[config.mk]
export PLATFORM = sky130hd
export DESIGN_NAME = galvo_dac_scheduler
export DESIGN_NICKNAME = d
export VERILOG_FILES = /design/src/rtl/galvo_dac_scheduler.sv
export SDC_FILE = /design/constraint.sdc
export NUM_CORES = 1
export LEC_CHECK = 0
export ABC_AREA = 0
export BUFFER_PORTS_ARGS = -buffer_cell sky130_fd_sc_hd__buf_2
export CAP_MARGIN = 20
export CORE_UTILIZATION = 56
export DETAILED_ROUTE_END_ITERATION = 8
export GPL_TIMING_DRIVEN = 0
export PLACE_DENSITY = 0.78
export SLEW_MARGIN = 40
export SYNTH_ARGS = -nofsm -noshare
export SYNTH_HDL_FRONTEND = slang
export SYNTH_SLANG_ARGS = --single-unit
[constraint.sdc]
create_clock -name clk -period 4.4 [get_ports clk]
set_clock_uncertainty 0.2 [all_clocks]
set_input_delay 0.66 -clock clk [delete_from_list [all_inputs] [get_ports clk]]
set_output_delay 0.66 -clock clk [all_outputs]
set_load 0.03 [all_outputs]
[src/rtl/galvo_dac_scheduler.sv]
// Point scheduler for a dual 12-bit SPI galvo DAC: serialises X then Y, latches both, then dwells.
// Optional BLANK_ON_MOVE_EN blanks the laser from accept until the latch of the new point.
module galvo_dac_scheduler #(
    parameter int SCLK_DIV     = 4,
    parameter int CS_GAP       = 2,
    parameter int DWELL_CYCLES = 500
) (
    input  logic        clk,
    input  logic        reset,
    input  logic        point_valid,
    output logic        point_ready,
    input  logic [11:0] point_x,
    input  logic [11:0] point_y,
    input  logic [2:0]  point_rgb,
    output logic        dac_sclk,
    output logic        dac_mosi,
    output logic        dac_csn,
    output logic        dac_latchn,
    output logic [2:0]  laser_rgb,
    output logic        frame_done
);

    localparam int PW = (SCLK_DIV > 1) ? $clog2(SCLK_DIV) : 1;
    localparam int GW = (CS_GAP > 1) ? $clog2(CS_GAP) : 1;
    localparam int DW = (DWELL_CYCLES > 0) ? $clog2(DWELL_CYCLES + 1) : 1;

    localparam logic [PW-1:0] PHASE_LAST = PW'(SCLK_DIV - 1);
    localparam logic [GW-1:0] GAP_LAST   = GW'(CS_GAP - 1);
    localparam logic [DW-1:0] DWELL_LAST = DW'((DWELL_CYCLES > 0) ? (DWELL_CYCLES - 1) : 0);

    typedef enum logic [2:0] {
        ST_IDLE    = 3'd0,
        ST_SHIFT_X = 3'd1,
        ST_GAP     = 3'd2,
        ST_SHIFT_Y = 3'd3,
        ST_LATCH   = 3'd4,
        ST_DWELL   = 3'd5
    } state_t;

    // DAC command word: channel, unbuffered, gain 1x, active, 12-bit code
    function automatic logic [15:0] dac_word(input logic ch, input logic [11:0] data);
        return {ch, 1'b0, 1'b1, 1'b1, data};
    endfunction

    state_t        state_q, state_d;
    logic [PW-1:0] phase_q, phase_d;
    logic          half_q, half_d;
    logic [3:0]    bit_q, bit_d;
    logic [GW-1:0] gap_q, gap_d;
    logic [DW-1:0] dwell_q, dwell_d;
    logic [15:0]   shreg_q, shreg_d;
    logic [11:0]   y_q, y_d;
    logic [2:0]    rgb_q, rgb_d;

    logic          csn_q, csn_d;
    logic          sclk_q, sclk_d;
    logic          mosi_q, mosi_d;
    logic          latchn_q, latchn_d;
    logic [2:0]    laser_q, laser_d;
    logic          done_q, done_d;

    logic          accept_s;
    logic          shift_s;

    assign point_ready = (state_q == ST_IDLE) && !reset;
    assign accept_s    = point_valid && point_ready;

    // Next-state and counter sequencing
    always_comb begin
        state_d = state_q;
        phase_d = phase_q;
        half_d  = half_q;
        bit_d   = bit_q;
        gap_d   = gap_q;
        dwell_d = dwell_q;
        shreg_d = shreg_q;
        y_d     = y_q;
        rgb_d   = rgb_q;
        case (state_q)
            ST_IDLE: begin
                if (accept_s) begin
                    state_d = ST_SHIFT_X;
                    phase_d = '0;
                    half_d  = 1'b0;
                    bit_d   = 4'd0;
                    shreg_d = dac_word(1'b0, point_x);
                    y_d     = point_y;
                    rgb_d   = point_rgb;
                end else begin
                    state_d = ST_IDLE;
                end
            end
            ST_SHIFT_X, ST_SHIFT_Y: begin
                if (phase_q == PHASE_LAST) begin
                    phase_d = '0;
                    if (!half_q) begin
                        half_d = 1'b1;
                    end else begin
                        half_d = 1'b0;
                        if (bit_q == 4'd15) begin
                            if (state_q == ST_SHIFT_X) begin
                                state_d = ST_GAP;
                                gap_d   = '0;
                            end else begin
                                state_d = ST_LATCH;
                            end
                        end else begin
                            // Next bit presented on the first low cycle of its slot
                            bit_d   = bit_q + 4'd1;
                            shreg_d = {shreg_q[14:0], 1'b0};
                        end
                    end
                end else begin
                    phase_d = phase_q + PW'(1);
                end
            end
            ST_GAP: begin
                if (gap_q == GAP_LAST) begin
                    state_d = ST_SHIFT_Y;
                    phase_d = '0;
                    half_d  = 1'b0;
                    bit_d   = 4'd0;
                    shreg_d = dac_word(1'b1, y_q);
                end else begin
                    gap_d = gap_q + GW'(1);
                end
            end
            ST_LATCH: begin
                if (phase_q == PHASE_LAST) begin
                    if (DWELL_CYCLES == 0) begin
                        state_d = ST_IDLE;
                    end else begin
                        state_d = ST_DWELL;
                        dwell_d = '0;
                    end
                end else begin
                    phase_d = phase_q + PW'(1);
                end
            end
            ST_DWELL: begin
                if (dwell_q == DWELL_LAST) begin
                    state_d = ST_IDLE;
                end else begin
                    dwell_d = dwell_q + DW'(1);
                end
            end
            default: begin
                state_d = ST_IDLE;
            end
        endcase
    end

    // Output decode from the next state so every pin comes straight from a flop
    always_comb begin
        shift_s  = (state_d == ST_SHIFT_X) || (state_d == ST_SHIFT_Y);
        csn_d    = !shift_s;
        sclk_d   = shift_s && half_d;
        mosi_d   = shift_s ? shreg_d[15] : 1'b0;
        latchn_d = (state_d != ST_LATCH);
        laser_d  = laser_q;
        if ((state_d == ST_LATCH) && (state_q != ST_LATCH)) begin
            laser_d = rgb_q;
        end else begin
`ifdef BLANK_ON_MOVE_EN
            if (accept_s) begin
                laser_d = 3'b000;
            end else begin
                laser_d = laser_q;
            end
`else
            laser_d = laser_q;
`endif
        end
        if (DWELL_CYCLES == 0) begin
            done_d = (state_d == ST_LATCH) && (phase_d == PHASE_LAST);
        end else begin
            done_d = (state_d == ST_DWELL) && (dwell_d == DWELL_LAST);
        end
    end

    // State, datapath and output registers
    always_ff @(posedge clk) begin
        if (reset) begin
            state_q  <= ST_IDLE;
            phase_q  <= '0;
            half_q   <= 1'b0;
            bit_q    <= 4'd0;
            gap_q    <= '0;
            dwell_q  <= '0;
            shreg_q  <= 16'h0000;
            y_q      <= 12'h000;
            rgb_q    <= 3'b000;
            csn_q    <= 1'b1;
            sclk_q   <= 1'b0;
            mosi_q   <= 1'b0;
            latchn_q <= 1'b1;
            laser_q  <= 3'b000;
            done_q   <= 1'b0;
        end else begin
            state_q  <= state_d;
            phase_q  <= phase_d;
            half_q   <= half_d;
            bit_q    <= bit_d;
            gap_q    <= gap_d;
            dwell_q  <= dwell_d;
            shreg_q  <= shreg_d;
            y_q      <= y_d;
            rgb_q    <= rgb_d;
            csn_q    <= csn_d;
            sclk_q   <= sclk_d;
            mosi_q   <= mosi_d;
            latchn_q <= latchn_d;
            laser_q  <= laser_d;
            done_q   <= done_d;
        end
    end

    assign dac_csn    = csn_q;
    assign dac_sclk   = sclk_q;
    assign dac_mosi   = mosi_q;
    assign dac_latchn = latchn_q;
    assign laser_rgb  = laser_q;
    assign frame_done = done_q;

endmodule
---- Yosys cells after proc, flatten, opt, wreduce, memory -nomap -nowiden ----
Index checks and enable logic that the tools add are counted.
operators by class
  add/subtract/negate cells ............... 4
  eq/ne operators ......................... 23
  muxes and demuxes ....................... 40
  bitwise operators ....................... 1
  reduce and logical (&&, ||, !) cells .... 18
operators with widths
  cell                                            number
  two-way mux 16 bit                              5
  case mux 16 bit (3 select lines)                1
  two-way mux 3 bit                               7
  two-way mux 4 bit                               5
  == test 9 bit (second input constant)           2
  two-way mux 9 bit                               2
  case mux 9 bit (2 select lines)                 1
  != test 2 bit (second input constant)           8
  case mux 3 bit (5 select lines)                 1
  == test 3 bit (second input constant)           4
  case mux 4 bit (3 select lines)                 1
  two-way mux 1 bit                               10
  adder 9 x 1 -> 9 bit (second input constant)    1
  == test 3 x 2 -> 1 bit (second input constant)  3
  two-way mux 2 bit                               4
  case mux 2 bit (4 select lines)                 1
  == test 3 x 1 -> 1 bit (second input constant)  2
  != test 3 bit (second input constant)           2
  AND reduction 6 bit                             1
  logical AND 1 bit                               5
  AND reduction 5 bit                             1
  adder 4 x 1 -> 4 bit (second input constant)    1
  == test 4 bit (second input constant)           1
  AND reduction 4 bit                             1
  14 further kinds                                16
storage, ports and cells
  register bits after elaboration ......... 59
  input bits .............................. 30
  output and inout port bits .............. 9
  logic and storage cells ................. 102

---- Longest topological paths before layout ----
Gate-level depths: netlist (run 1).
  word-level depth ........................ 10
  depth in mapped cells ................... 8
  depth with buffers taken out ............ 6

---- Worst setup path after synthesis (run 1) ----
No wires, ideal clock.
  kind .................................... input to register
  from .................................... in reset
  to ...................................... reg done_q, in the netlist frame_done
  setup time .............................. 0.088 ns
  arrival time ............................ 2.398 ns
  required time ........................... 4.112 ns
  slack ................................... 1.714 ns
  stages on the path ...................... 6
  path buffers ............................ 1
  cell sequence ........................... buf_2 > nor4_4 > a21oi_1 > a31oi_4 > or4b_1 > nor4_2
between the ends
  cells in the longest elaborated chain, start to end .. 7
ends and longest elaborated chain
  what                             line  source
  from (decl)                      9     input logic reset,
  zero test 1 bit                  65    assign point_ready = (state_q == ST_IDLE) && !reset;
  logical AND 1 bit                65
  net point_ready                  11    output logic point_ready,
  logical AND 1 bit                66    assign accept_s = point_valid && point_ready;
  two-way mux 1 bit                81    if (accept_s) begin
  case mux 3 bit (5 select lines)  79    case (state_q)
  == test 3 bit                    177   done_d = (state_d == ST_DWELL) && (dwell_d == DWELL_LAST);
  logical AND 1 bit                177
  to (signal assigned)             214   done_q <= done_d;
  to (decl)                        60    logic done_q, done_d;
The timed path passes the listed nets, and every way through them passes these cells.
A chain may end at the register's enable or synchronous reset.

---- Worst setup path after layout (run 1) ----
  from .................................... reg dwell_q[0]
  to ...................................... reg done_q, in the netlist frame_done
between the ends
  cells in the longest elaborated chain, start to end .. 5
  elaborated cells on any way between the ends .. 10
  classes of those cells .................. add/sub: 1; eq/ne: 3; mux: 5; reduce/logical: 1
ends and longest elaborated chain
  what                                                                                line      source
  from (decl)                                                                         50        logic [DW-1:0] dwell_q, dwell_d;
  from (signal assigned)                                                              205       dwell_q <= dwell_d;
  adder 9 x 1 -> 9 bit or == test 9 bit (tied branches)                               144, 141
  two-way mux 9 bit or two-way mux 3 bit (tied branches)                              141       if (dwell_q == DWELL_LAST) begin
  case mux 9 bit (2 select lines) or case mux 3 bit (5 select lines) (tied branches)  79
  == test 9 bit or == test 3 bit (tied branches)                                      177
  logical AND 1 bit (*)                                                               177
Mark *: on every way between the ends. The rest lies on a longest branch, timed or not.

==> impl_metrics.ini, run 1 <==
[die]
initial_core_util_pct = 59.7
num_rows = 24
die_x_um = 70.8
core_area_sq_mm = 0.00444
die_y_um = 70.8
die_area_sq_mm = 0.00502
ios = 39

[job]
cap_violations = 0

[setup_path]
crit_path_top_delay_cell = nor4bb_1
worstPathCellList = ha_1, nor4bb_1, a311oi_1, and2_1, a2111o_1, nor4_2
crit_fanout = 6
critPathLaunchType = flop
cpPeakStageDelay_ns = 0.63
critPathRequiredTime_ns = 4.45
crit_type = flop to flop
cp-end-kind = flop
critPathArrivalTime_ns = 2.72

[finish]
nNetsFinal = 381
drive_gt1_share_pct = 18.5
final_util_pct = 69.8
syn_to_final_growth_pct = 17.0
layout_common_cells = dfxtp_1, buf_2, nand2_1
fin_area_sq_mm = 0.00310
final_common_cell = dfxtp_1
antennaDiodeCount = 0

[clock_tree]
clkTransAtPathRegs_ns = 0.06
hold_buffers = 0
cts_buffers = 9
cts_tree = done
worstSkewPairLatency_ns = 0.34
cts_sinks = 59
cts_root_buffer = clkbuf_8
cts_resized = 0
max-clock-path-buffers = 2
postCtsSetupBuffers = 0
cts_htree_levels = 3

[timing]
slew-limit-headroom_pct = 54.4
tightest_slew_ns = 0.678
period_needed_ns = 2.67
setup_viol = 0
rsz0062_at_grt = false
max_freq_mhz = 374
fin_crit_sh_pct = 60.7
timing_hold_violations_final = 0
drv_slew = 0
timing.setup.tns_ns = 0

[drt]
drt-pass1-iter-count = 8
drt_iter0_drc = 245
drt-wirelength-per-cell_um = 16.0
routed_wl_um = 6450
drt-vias-per-instance = 6.07
drc = 0
vias = 2445
ant_nets = 0

[pwr]
p_seq_share_pct = 48.6
switching_share_pct = 23.8
p_clk_share_pct = 43.6
p_switching_mw = 0.279
p_int_mw = 0.893
peakVddDrop_mv = 0.279
p_per_area_mw_per_mm2 = 378
power_frac_comb_pct = 7.9
power.leakage_nw = 1.15

[synth]
yosys_warnings = 0
synth.distinct_cells = 56
synth_edf_count = 0
synth_area_sq_mm = 0.00265
seq_area_frac_synth_pct = 44.5
ys.flop_type = dfxtp_1
synthArstFlopShare_pct = 0
syn_area_per_cell_sq_um = 8.84
synth_seq_cells = 59
syn-num-nets = 333
syn_inst = 300

[global_routing]
grt_max_degree = 11
antenna_found_initial = 0
grt_pass1_wl_um = 10400
grt_pass1_vias = 2196
grt-ovfl-total = 0
track_usage_pct = 26.8

[placement]
hpwl_um = 4460
gp_congestion = 0.963
io_buffers = 37
post_dp_cell_area_sq_mm = 0.00290

[worst_hold_path]
hold_path_class = flop to flop

[outcome]
status = complete, no violations
==> worst max-delay path: cells and delay by family, from the launching register on <==
kind	cells	cell delay [ns]
AOI/OAI and AO/OA	2	0.61
adders and majority gates	1	0.31
DFF	1	0.43
and+or+nand+nor	3	1.04
==> worst paths after layout <==
| check | to | slack (ns) | startpoint | cells past startpoint |
|---|---|---|---|---|
| setup reg to reg | frame_done | 1.73 | dwell_q[0] | 6 |
| hold / removal | shreg_q[1] | 0.26 | shreg_q[1] | 2 |
| setup / recovery | frame_done | 1.73 | dwell_q[0] | 6 |
| hold reg to reg | shreg_q[1] | 0.26 | shreg_q[1] | 2 |
==> logic make-up after synthesis <==
group | Yosys count | synth area share, %
compound gates | 82 | 21.4
xor+xnor | 4 | 1.32
fa+ha+maj | 3 | 1.42
buf+inv | 23 | 3.77
flops | 59 | 44.5
mux | 6 | 2.31
simple gates | 123 | 25.3
==> Yosys cell counts (3+ instances only) <==
cell	count	area share, %
a21boi_0	3	0.85
a21oi_1	20	3.8
a222oi_1	12	4.5
a311oi_1	3	0.99
a31oi_1	6	1.4
and2_1	3	0.71
buf_2	5	0.94
clkbuf_1	12	1.7
dfxtp_1	59	45
ha_1	3	1.4
inv_1	3	0.42
mux2i_1	5	1.9
nand2_1	40	5.7
nand2b_1	16	3.8
nand3_1	9	1.7
nor2_1	16	2.3
nor2b_1	7	1.7
nor3_1	7	1.3
nor4_1	5	1.2
o21ai_0	23	4.3
xnor2_1	3	0.99
==> registers in the layout, indices dropped and copies added (netlist names) <==
signal      count
phase_q         2
state_q         3
laser_rgb       3
rgb_q           3
dac_sclk        1
dwell_q         9
gap_q           1
shreg_q        16
y_q            12
dac_latchn      1
dac_mosi        1
dac_csn         1
bit_q           4
half_q          1
frame_done      1
==> metrics by stage <==
stage | setup slack (ns) | hold WS (ns) | cells | power [mW]
floorplan | 1.71 | 0.236 | 300 | 0.637
global placement | 1.73 | 0.246 | 389 | 0.669
detailed placement | 1.72 | 0.252 | 389 | 0.672
CTS | 1.73 | 0.261 | 403 | 1.17
global route | 1.61 | 0.284 | 403 | 1.21
finish | 1.73 | 0.262 | 403 | 1.17
==> final cells by class <==
cell class	count	area (sq um)
Buffer	20	88.8
Clock buffer	12	165
Clock inverter	2	35.0
Fill cell	352	1340
Inverter	3	11.3
Multi-Input combinational cell	218	1370
Sequential cell	59	1180
Tap cell	52	65.1
Timing Repair Buffer	37	185
==> power groups by stage <==
stage	registers, mW	logic, mW	clock network [mW]
global route	0.571	0.103	0.536
finish	0.569	0.0920	0.511
CTS	0.569	0.0916	0.512
floorplan	0.578	0.0581	0
global placement	0.580	0.0893	0
detailed placement	0.581	0.0910	0
==> metal layers <==
metal,vias to the layer above,global-route usage (%),share of wire [%]
met5,-,0,0
li1,1199,-,-
met2,108,43.9,45
met4,0,8.44,1.6
met3,11,5.56,7.1
met1,1127,35.6,46
No activity file was read; power rests on OpenSTA's default activity.
==> run 2: changes to the inputs <==
CORE_UTILIZATION = 51   (was 56)
PLACE_DENSITY = 0.75   (was 0.78)
clock period = 2.25 ns   (was 4.4 ns; I/O delays follow)
==> run 2 against run 1 <==
Against the previous run:
- the run now ends with hold timing left
- first-iteration DRC count increased by 31%
- fmax rose by 22%
- global-route usage grew 0.82 points
- clock power grew 88%
- power up 95%
- largest cell class unchanged
- core utilization fell by 0.76 points
- routed wire length up 8.8%
- combinational power up 120%
- count of clock-buffer cells in the layout rose by 1
- flip-flop and latch count unchanged
==> impl_metrics.ini, run 2 (synthesized netlist as in run 1, its figures left out) <==
[setup_path]
critPathArrivalTime_ns = 2.24
crit_type = flop to flop
crit_path_top_delay_cell = or4b_4
rr_startpoint = dwell_q[1]
reg2reg_depth = 6
critPathLaunchType = flop
cpPeakStageDelay_ns = 0.50
cp-end-kind = flop
worst-path-stages = 6
crit_fanout = 6
critPathRequiredTime_ns = 2.31
r2r-end = frame_done
reg2reg_slack_ns = 0.06
worstSetupStartpoint = dwell_q[1]
crit_end = frame_done
worstPathCellList = ha_4, nor4bb_4, a311o_1, a31oi_4, or4b_4, nor4_4
cp_top_family = simple AND/OR/NAND/NOR gates
cp_num_buf_inv = 0

[timing]
drv_slew = 0
timing.setup.tns_ns = 0
max_freq_mhz = 458
tightest_slew_ns = 0.613
fin_crit_sh_pct = 97.1
rsz0062_at_grt = false
slew-limit-headroom_pct = 59.1
setup_viol = 0
timing_hold_violations_final = 3
period_needed_ns = 2.19
hold_ws_ns = -0.00241

[finish]
final_common_cell = dfxtp_1
fillers = 379
reg.largest.list = shreg_q: 16 flops, y_q: 12 flops, dwell_q: 9 flops
final-seq-area_sq_mm = 0.00119
antennaDiodeCount = 0
largest_reg_flops = 16
syn_to_final_growth_pct = 26.2
drive_gt1_share_pct = 25.4
multi_input_area_sq_mm = 0.00146
nNetsFinal = 391
instances_no_fill = 429
largest_register = shreg_q
layout_common_cells = dfxtp_1, nand2_1, buf_2

[outcome]
violations = hold timing
status = finished, violations left

[global_routing]
grt_pass1_vias = 2319
grt-ovfl-total = 0
antenna_found_initial = 0
grt_max_degree = 11
track_usage_pct = 27.6
grt_pass1_wl_um = 11300

[die]
die_x_um = 74.1
ios = 39
initial_core_util_pct = 54.7
die_y_um = 74.1
core_area_sq_mm = 0.00485
die_area_sq_mm = 0.00549
num_rows = 25

[clock_tree]
cts_htree_levels = 3
cts_sinks = 59
cts_root_buffer = clkbuf_8
cts_tree = done
clkTransAtPathRegs_ns = 0.07
max-clock-path-buffers = 2
worstSkewPairLatency_ns = 0.34
cts_buffers = 9

[placement]
io_buffers = 37
gp_congestion = 0.922
hpwl_um = 4540
dp.cells = 404

[drt]
ant_nets = 0
drt-wirelength-per-cell_um = 16.4
routed_wl_um = 7020
vias = 2589
drt-vias-per-instance = 6.03
drt_iter0_drc = 320
drt-pass1-iter-count = 5
drc = 0

[pwr]
p_total_mw = 2.28
power.leakage_nw = 1.24
p_per_area_mw_per_mm2 = 681
peakVddDrop_mv = 0.508

[job]
cap_violations = 0

[worst_hold_path]
hold_path_class = input port to flop
## run 2: area by class of cell
class	instances	area share [%]
clock buffer	13	4.75
buffer	18	3.36
multi-input combinational	218	43.6
clock inverter	2	1.05
timing repair buffer	49	8.74
sequential	59	35.6
tap	67	2.50
inverter	3	0.336
## run 2: worst min path at each step
stage | endpoint | startpoint | cells past startpoint | slack, ns
floorplan | shreg_q[10] | shreg_q[10] | 2 | 0.24
global placement | shreg_q[8] | shreg_q[8] | 2 | 0.25
detailed placement | shreg_q[1] | shreg_q[1] | 2 | 0.25
CTS | y_q[0] | point_y[0] | 3 | 0.0004
global route | state_q[0] | reset | 2 | 0.01
finish | y_q[0] | point_y[0] | 3 | -0.002
## run 2: metrics by stage
| step | hold slack [ns] | util, % | cell area [sq um] | setup WS (ns) |
|---|---|---|---|---|
| 4_1_cts | 0.000393 | 67.6 | 3280 | -0.0123 |
| 3_3_place_gp | 0.247 | 61.1 | 2960 | -0.261 |
| 3_5_place_dp | 0.251 | 61.1 | 2960 | -0.251 |
| 2_1_floorplan | 0.236 | - | 2700 | -0.0733 |
| 6_report | -0.00241 | 69.1 | 3350 | 0.0648 |
| 5_1_grt | 0.0104 | 69.1 | 3350 | 0.00358 |
## run 2: power by group
part | internal, mW | switching [mW] | leakage, nW
clock network | 0.565 | 0.398 | 0.0995
logic | 0.0890 | 0.115 | 0.662
registers | 1.09 | 0.0273 | 0.483
## run 2: timing repair
item                                    4_1_cts  5_1_grt
hold endpoints to repair                      7        0
resized for setup                            13       18
endpoints found under the setup margin       24       27
buffers inserted                              1        4
hold buffers                                  7        0
pin swaps                                     2        7
## run 2: tightest hold or removal path: stages
cell and delay (ns):
buf_2 0.07, nand2_1 0.03, o21ai_0 0.05
## run 2: per-layer routing
layer	wire (um)	track usage, %	share of wire, %	up-vias
met4	220	12.8	3.1	0
met3	483	4.07	6.9	19
met1	3120	37.2	45	1196
met5	0	0	0	-
li1	-	-	-	1234
met2	3190	43.6	45	140
==> run 3: changes to the inputs <==
RECOVER_POWER = 25   (was not set)
==> run 3 against run 2 <==
Against the previous run:
- largest cell class unchanged
- highest routed layer unchanged
- via count is 0.54% higher
- largest power group unchanged
- sequential share of layout area is 0.12 points higher
- core utilization fell by 0.23 points
- critical endpoint unchanged
- hold slack better by 0.00065 ns
- the flow still finishes with violations (hold timing)
- first-iteration DRC count grew 1.6%
==> impl_metrics.ini, run 3 (synthesized netlist as in run 1, its figures left out) <==
[timing]
setup_ws_ns = 0.0824
timing.setup.tns_ns = 0
timing_hold_violations_final = 2
slew-limit-headroom_pct = 60.6
drv_slew = 0
max_freq_mhz = 461
period_needed_ns = 2.17
setup_viol = 0
hold_ws_ns = -0.00176
fin_crit_sh_pct = 96.3
rsz0062_at_grt = false
tightest_slew_ns = 0.591

[setup_path]
cp_num_buf_inv = 0
cpPeakStageDelay_ns = 0.49
crit_type = flop to flop
worstPathCellList = ha_4, nor4bb_4, a311o_1, a31oi_4, or4b_4, nor4_4
crit_fanout = 6
critPathRequiredTime_ns = 2.31
critPathLaunchType = flop
cp-end-kind = flop
critPathArrivalTime_ns = 2.22
cp_top_family = simple AND/OR/NAND/NOR gates
reg2reg_slack_ns = 0.08
crit_path_top_delay_cell = or4b_4

[drt]
drt-vias-per-instance = 6.07
drt-wirelength-per-cell_um = 16.4
ant_nets = 0
routed_wl_um = 7040
drc = 0
drt_iter0_drc = 325
drt-pass1-iter-count = 5
vias = 2603

[finish]
antennaDiodeCount = 0
reg.largest.list = shreg_q: 16 flops, y_q: 12 flops, dwell_q: 9 flops
layout_common_cells = dfxtp_1, nand2_1, buf_2
final_util_pct = 68.8
final_common_cell = dfxtp_1
syn_to_final_growth_pct = 25.8
largest_register = shreg_q
largest_reg_flops = 16
drive_gt1_share_pct = 22.9
nNetsFinal = 391
fillers = 385

[clock_tree]
max-clock-path-buffers = 2
cts_htree_levels = 3
cts_buffers = 9
cts_root_buffer = clkbuf_8
clkTransAtPathRegs_ns = 0.07
worstSkewPairLatency_ns = 0.34
cts_tree = done
cts_sinks = 59

[global_routing]
antenna_found_initial = 0
grt_pass1_wl_um = 11300
track_usage_pct = 27.6
grt-ovfl-total = 0
grt_pass1_vias = 2319
grt_max_degree = 11

[die]
core_area_sq_mm = 0.00485
ios = 39
initial_core_util_pct = 54.7
die_y_um = 74.1
num_rows = 25
die_x_um = 74.1
die_area_sq_mm = 0.00549

[pwr]
p_seq_share_pct = 48.8
p_int_mw = 1.74
peakVddDrop_mv = 0.516
p_switching_mw = 0.540
power.leakage_nw = 1.22
power_frac_comb_pct = 9.0
switching_share_pct = 23.7
p_clk_share_pct = 42.2
p_per_area_mw_per_mm2 = 683

[job]
cap_violations = 0

[placement]
io_buffers = 37
hpwl_um = 4540
gp_congestion = 0.922
dp_slack_ns = -0.251

[outcome]
violations = hold timing
status = finished, violations left

[worst_hold_path]
hold_path_class = input port to flop
-- run 3: cell type report --
class / instances / area, sq um / area share (%)
timing repair buffer: 49 / 283 / 8.47
clock buffer: 13 / 159 / 4.76
tap: 67 / 83.8 / 2.51
clock inverter: 2 / 35.0 / 1.05
buffer: 18 / 113 / 3.37
inverter: 3 / 11.3 / 0.337
multi-input combinational: 218 / 1460 / 43.8
sequential: 59 / 1190 / 35.7
-- run 3: final timing paths --
path                                  from          to  cells past startpoint
worst max-delay path            dwell_q[1]  frame_done                      6
worst min-delay path            point_y[7]      y_q[7]                      3
worst max register to register  dwell_q[1]  frame_done                      6
worst min register to register  shreg_q[1]  shreg_q[1]                      2
-- run 3: metrics by stage --
| stage | cells | area (sq um) | total power [mW] |
|---|---|---|---|
| finish | 429 | 3340 | 2.28 |
| global placement | 404 | 2960 | 1.32 |
| global route | 429 | 3340 | 2.36 |
| detailed placement | 404 | 2960 | 1.32 |
| CTS | 426 | 3280 | 2.28 |
| floorplan | 300 | 2700 | 1.26 |
-- run 3: worst reg2reg max path: stages, from the launching register on --
cell and delay, ns:
dfxtp_4 0.36, ha_4 0.18, nor4bb_4 0.17, a311o_1 0.35
a31oi_4 0.21, or4b_4 0.50, nor4_4 0.12
-- run 3: power by group through the flow --
stage	Clock (mW)	Combinational, mW	Sequential (mW)
2_1_floorplan	0	0.124	1.13
3_3_place_gp	0	0.186	1.13
3_5_place_dp	0	0.190	1.13
4_1_cts	0.965	0.202	1.11
5_1_grt	1.02	0.225	1.12
6_report	0.962	0.204	1.11
-- run 3: timing repair --
| action | CTS | global route |
|---|---|---|
| endpoints found under the hold margin | 7 | 0 |
| hold buffers | 7 | 0 |
| pin swaps | 2 | 7 |
| resized for setup | 13 | 18 |
| buffers inserted | 1 | 4 |
| setup endpoints to repair | 24 | 27 |
-- run 3: routing by layer --
metal	share of wire, %	up-vias	global-route usage [%]
met2	45	151	43.6
met1	44	1199	37.2
li1	-	1230	-
met4	3.5	0	12.8
met5	0	-	0
met3	7.6	23	4.07
